[src/rtl/alu_addsub_serial.sv]
// Multi-cycle add/subtract unit: STEP-bit slices per clock, 8085-style flags.
// Optional signed-overflow flag enabled with `define ALU_ADDSUB_OVF_EN.
module alu_addsub_serial #(
    parameter int WIDTH = 8,
    parameter int STEP  = 1
) (
    input  logic             clk,
    input  logic             rst_n,
    input  logic             start,
    input  logic             sub,
    input  logic [WIDTH-1:0] iA,
    input  logic [WIDTH-1:0] iB,
    input  logic             iC,
    output logic             busy,
    output logic             done,
    output logic [WIDTH-1:0] oS,
    output logic             oC,
    output logic             oZ,
    output logic             oP,
    output logic             oA,
    output logic             oV
);

    localparam int N  = WIDTH / STEP;
    localparam int CW = (N > 1) ? $clog2(N) : 1;

    typedef enum logic [1:0] {
        IDLE = 2'd0,
        RUN  = 2'd1,
        DONE = 2'd2
    } state_t;

    state_t state, state_nx;

    logic [CW-1:0]    cnt;
    logic [WIDTH-1:0] a_q, b_q, s_acc;
    logic             sub_q, carry_q, aux_q;
    logic             last;

    logic [WIDTH-1:0] s_w, s_new;
    logic             c, c_n, ab, bb, aux;
    int               bit_base;

`ifdef ALU_ADDSUB_OVF_EN
    logic msb_q, msb_in;
`endif

    assign last = (cnt == CW'(N - 1));

    // Operands shift right one slice per clock; the sum fills in from the top.
    always_comb begin
        c        = carry_q;
        c_n      = 1'b0;
        ab       = 1'b0;
        bb       = 1'b0;
        aux      = aux_q;
        s_w      = '0;
        bit_base = int'(cnt) * STEP;
`ifdef ALU_ADDSUB_OVF_EN
        msb_in   = msb_q;
`endif
        for (int i = 0; i < STEP; i++) begin
            ab = a_q[i];
            bb = b_q[i];
            s_w[WIDTH-STEP+i] = ab ^ bb ^ c;
            if (sub_q)
                c_n = (~ab & bb) | (~(ab ^ bb) & c);
            else
                c_n = (ab & bb) | ((ab ^ bb) & c);
            if (bit_base + i == 3)
                aux = c_n;
`ifdef ALU_ADDSUB_OVF_EN
            if (bit_base + i == WIDTH - 1)
                msb_in = c;
`endif
            c = c_n;
        end
        s_new = (s_acc >> STEP) | s_w;
    end

    always_ff @(posedge clk) begin
        if (!rst_n)
            state <= IDLE;
        else
            state <= state_nx;
    end

    always_comb begin
        state_nx = state;
        unique case (state)
            IDLE:    if (start) state_nx = RUN;
            RUN:     if (last)  state_nx = DONE;
            DONE:    state_nx = IDLE;
            default: state_nx = IDLE;
        endcase
    end

    always_comb begin
        busy = (state == RUN);
        done = (state == DONE);
    end

    always_ff @(posedge clk) begin
        if (!rst_n) begin
            cnt     <= '0;
            a_q     <= '0;
            b_q     <= '0;
            s_acc   <= '0;
            sub_q   <= 1'b0;
            carry_q <= 1'b0;
            aux_q   <= 1'b0;
`ifdef ALU_ADDSUB_OVF_EN
            msb_q   <= 1'b0;
`endif
        end else if (state == IDLE && start) begin
            cnt     <= '0;
            a_q     <= iA;
            b_q     <= iB;
            s_acc   <= '0;
            sub_q   <= sub;
            carry_q <= iC;
            aux_q   <= 1'b0;
`ifdef ALU_ADDSUB_OVF_EN
            msb_q   <= 1'b0;
`endif
        end else if (state == RUN) begin
            cnt     <= cnt + CW'(1);
            a_q     <= a_q >> STEP;
            b_q     <= b_q >> STEP;
            s_acc   <= s_new;
            carry_q <= c;
            aux_q   <= aux;
`ifdef ALU_ADDSUB_OVF_EN
            msb_q   <= msb_in;
`endif
        end
    end

    // Visible outputs change only on the final slice, never mid-run.
    always_ff @(posedge clk) begin
        if (!rst_n) begin
            oS <= '0;
            oC <= 1'b0;
            oZ <= 1'b0;
            oP <= 1'b0;
            oA <= 1'b0;
            oV <= 1'b0;
        end else if (state == RUN && last) begin
            oS <= s_new;
            oC <= c;
            oZ <= ~|s_new;
            oP <= ~^s_new;
            oA <= aux;
`ifdef ALU_ADDSUB_OVF_EN
            oV <= msb_in ^ c;
`else
            oV <= 1'b0;
`endif
        end
    end

endmodule

[config.mk]
export PLATFORM = sky130hd
export DESIGN_NAME = alu_addsub_serial
export DESIGN_NICKNAME = d
export VERILOG_FILES = /design/src/rtl/alu_addsub_serial.sv
export SDC_FILE = /design/constraint.sdc
export NUM_CORES = 1
export LEC_CHECK = 0
export BUFFER_PORTS_ARGS = -buffer_cell sky130_fd_sc_hd__buf_2
export CORE_MARGIN = 1
export CORE_UTILIZATION = 30
export CTS_CLUSTER_SIZE = 12
export DETAILED_ROUTE_END_ITERATION = 7
export HOLD_SLACK_MARGIN = 0.08
export SLEW_MARGIN = 40
export SYNTH_ARGS = -nofsm -noshare
export SYNTH_HDL_FRONTEND = slang
export SYNTH_SLANG_ARGS = --single-unit
[constraint.sdc]
create_clock -name clk -period 1.6 [get_ports clk]
set_input_delay 0.16 -clock clk [delete_from_list [all_inputs] [get_ports clk]]
set_output_delay 0.16 -clock clk [all_outputs]
set_load 0.01 [all_outputs]
==> impl_metrics.py <==
metrics = {
    "timing": {
        "worst_slack_ps": -132.4,
        "hold_ws_ps": 105.9,
        "fmax_ghz": 0.5772,
        "finalWorstPathRequiredPeriod_ps": 1732,
        "finalClockSkew_ps": 11.80,
        "rsz0062_at_grt": "yes",
        "setup_viol": 1,
        "slew_viol_final": 0,
        "fin_crit_sh": 1.083,
        "hold_viol_final": 0,
    },
    "floorplan": {
        "initial_core_util": 0.3190,
        "io_pins": 36,
        "rows": 28,
        "fp.dieW_um": 82.51,
        "core_area_um2": 6096,
        "die_area_um2": 6807,
        "die_h_um": 82.51,
    },
    "drt": {
        "antenna_left": 0,
        "drt_pass1_iterations": 4,
        "dr_total_vias": 1645,
        "wl_um": 4022,
        "drt_iter0_drc": 104,
        "avgRoutedWirePerCell_um": 11.56,
        "viasPerCell": 4.727,
        "drc": 0,
    },
    "setup_path": {
        "reg2reg_depth": 7,
        "worstSetupStartpointType": "register",
        "reg2reg_slack_ps": -130,
        "crit_fanout": 2,
        "crit_required_ps": 1790,
        "end_kind": "register",
        "path_class": "register to register",
        "worst-endpoint-arrival_ps": 1920,
    },
    "clocking": {
        "cts_tree": "done",
        "root_buffer": "clkbuf_8",
        "insertion_delay_ps": 300,
        "cts_inserted_buffers": 5,
        "cts.repair_timing.setup_buffer_count": 0,
        "htreeDepth": 2,
        "cts_buffer_depth": 2,
        "clock_sinks": 43,
        "path_clk_slew_ps": 90,
    },
    "power_and_ir_drop": {
        "p_comb_frac": 0.145,
        "switching_power_w": 0.0005621,
        "p_total_w": 0.002126,
        "powerDensity_nw_per_um2": 915.3,
        "ir_drop_mv": 0.3469,
        "power_frac_clock": 0.317,
        "seqPwrFrac": 0.538,
        "p_int_w": 0.001564,
        "swShare": 0.2644,
        "power.leakage_nw": 0.9158,
    },
    "flow_run": {
        "maxCapViolCount": 0,
    },
    "synthesis": {
        "yosysTopAreaCell": "dfxtp_1",
        "synth_edf_count": 0,
        "synthesis.area_um2": 1944,
        "ys_seq_elements": 43,
        "ys_seq_area_frac": 0.4427,
        "synth_ff_type": "dfxtp_1",
        "synth_top_area_share": 0.4427,
        "yosysUniqueCellTypes": 35,
        "syn_nets": 267,
        "synth_area_leaders": "dfxtp_1, nand2_1, a21oi_1, a31oi_1, ha_1",
        "syn_avg_cell_area_um2": 8.204,
        "async_reset_ff_frac": 0,
        "yosys_warnings": 0,
        "syn_inst": 237,
    },
    "finish": {
        "syn_to_final_growth_pct": 19.43,
        "fin_nets": 302,
        "multi_input_area_um2": 930.9,
        "drive_above_1_share": 0.2381,
        "design_area_um2": 2322,
        "fin_util": 0.3810,
        "ff_latch_area_um2": 867.1,
        "layout_common_cells": "nand2_1, dfxtp_1, buf_2",
        "antennaDiodeCount": 0,
        "final_common_cell": "nand2_1",
        "fill_cells": 647,
    },
    "grt": {
        "grt.overflow.total": 0,
        "grt_max_degree": 21,
        "grt_usage": 0.1403,
        "antenna_found_initial": 0,
        "grt_pass1_vias": 1526,
        "grt_pass1_wl_um": 7100,
    },
    "worst_hold_path": {
        "hold_class": "input pin to register",
        "whs_path_depth": 3,
    },
    "placement": {
        "hpwl_um": 2869,
        "gp_congestion": 0.7575,
        "io_buffers": 34,
        "dpl-instance-area_um2": 2207,
    },
    "status": {
        "violations": "setup timing",
        "status": "finished, violations left",
    },
}
[power groups by stage]
| stage | Sequential [W] | Combinational [W] | Clock, W |
|---|---|---|---|
| 2_1_floorplan | 0.00116 | 0.000205 | 0 |
| 4_1_cts | 0.00114 | 0.000302 | 0.000700 |
| 3_5_place_dp | 0.00117 | 0.000287 | 0 |
| 5_1_grt | 0.00115 | 0.000351 | 0.000746 |
| 3_3_place_gp | 0.00117 | 0.000284 | 0 |
| 6_report | 0.00114 | 0.000307 | 0.000675 |
[stage by stage]
step	worst slack [ps]	TNS, ps	cells
6_report	-132.4	-132.4	348
5_1_grt	-198.6	-203.7	348
4_1_cts	-149.6	-149.6	348
3_5_place_dp	-151.4	-151.4	340
3_3_place_gp	-110.2	-110.2	340
2_1_floorplan	-95.35	-95.35	237
[cell families after synthesis]
logic type / count (synthesis) / synth area share
buffers and inverters: 31 / 0.09073
AND/OR/NAND/NOR: 89 / 0.2034
flip-flops: 43 / 0.4427
XOR/XNOR: 4 / 0.01802
AO/OA/AOI/OAI: 60 / 0.1776
other: 1 / 0.001929
adder cells (fa/ha/maj): 9 / 0.06564
[layout make-up]
class | instances | area share
multi-input cells | 163 | 0.4009
inverters | 14 | 0.02371
clock inverters | 2 | 0.005388
clock buffers | 6 | 0.03125
flip-flops and latches | 43 | 0.3734
well taps | 75 | 0.04041
repair buffers | 45 | 0.1250
[worst max-delay path: stages, from the launching register on]
cell     delay, ps
dfxtp_2        340
inv_2           40
fa_1           570
inv_2           50
ha_4           270
xor2_2         140
xnor2_1        140
o21ai_1         70
[cell usage after synthesis, drive strengths merged, types with 2 or more instances]
cell type,n
nor2,7
buf,13
o21ai,17
a21oi,19
ha,7
nand3,2
clkbuf,4
a31oi,15
nor2b,3
dfxtp,43
nand2b,2
nor3b,2
nand2,67
xnor2,3
a22oi,2
a211oi,2
inv,14
nand3b,2
fa,2
[registers in the layout, indices dropped and copies added, names as in the netlist, 2 cells and up]
name,flops
state,2
cnt,3
b_q,8
a_q,8
s_acc,7
oS,8
[layer usage]
layer	routed length [µm]	global-route usage	up-vias	part of all wire
li1	-	-	847	-
met1	2062	0.1851	768	0.51
met2	1742	0.2174	24	0.43
met3	134	0.02967	6	0.033
met4	82	0.06724	0	0.020
met5	0	0	-	0
[what timing repair did]
item / 4_1_cts / 5_1_grt
hold endpoints to repair: 0 / 0
hold buffers: 0 / 0
pin swaps: 4 / 4
endpoints found under the setup margin: 2 / 3
resized for setup: 4 / 4
cloned: 0 / 0
[worst paths after layout]
| check | start | end |
|---|---|---|
| setup / recovery | b_q[0] | oP |
| hold / removal | iA[4] | a_q[4] |
| setup reg to reg | b_q[0] | oP |
| hold reg to reg | oS[3] | oS[3] |
Power figures use the tool's default switching activity.
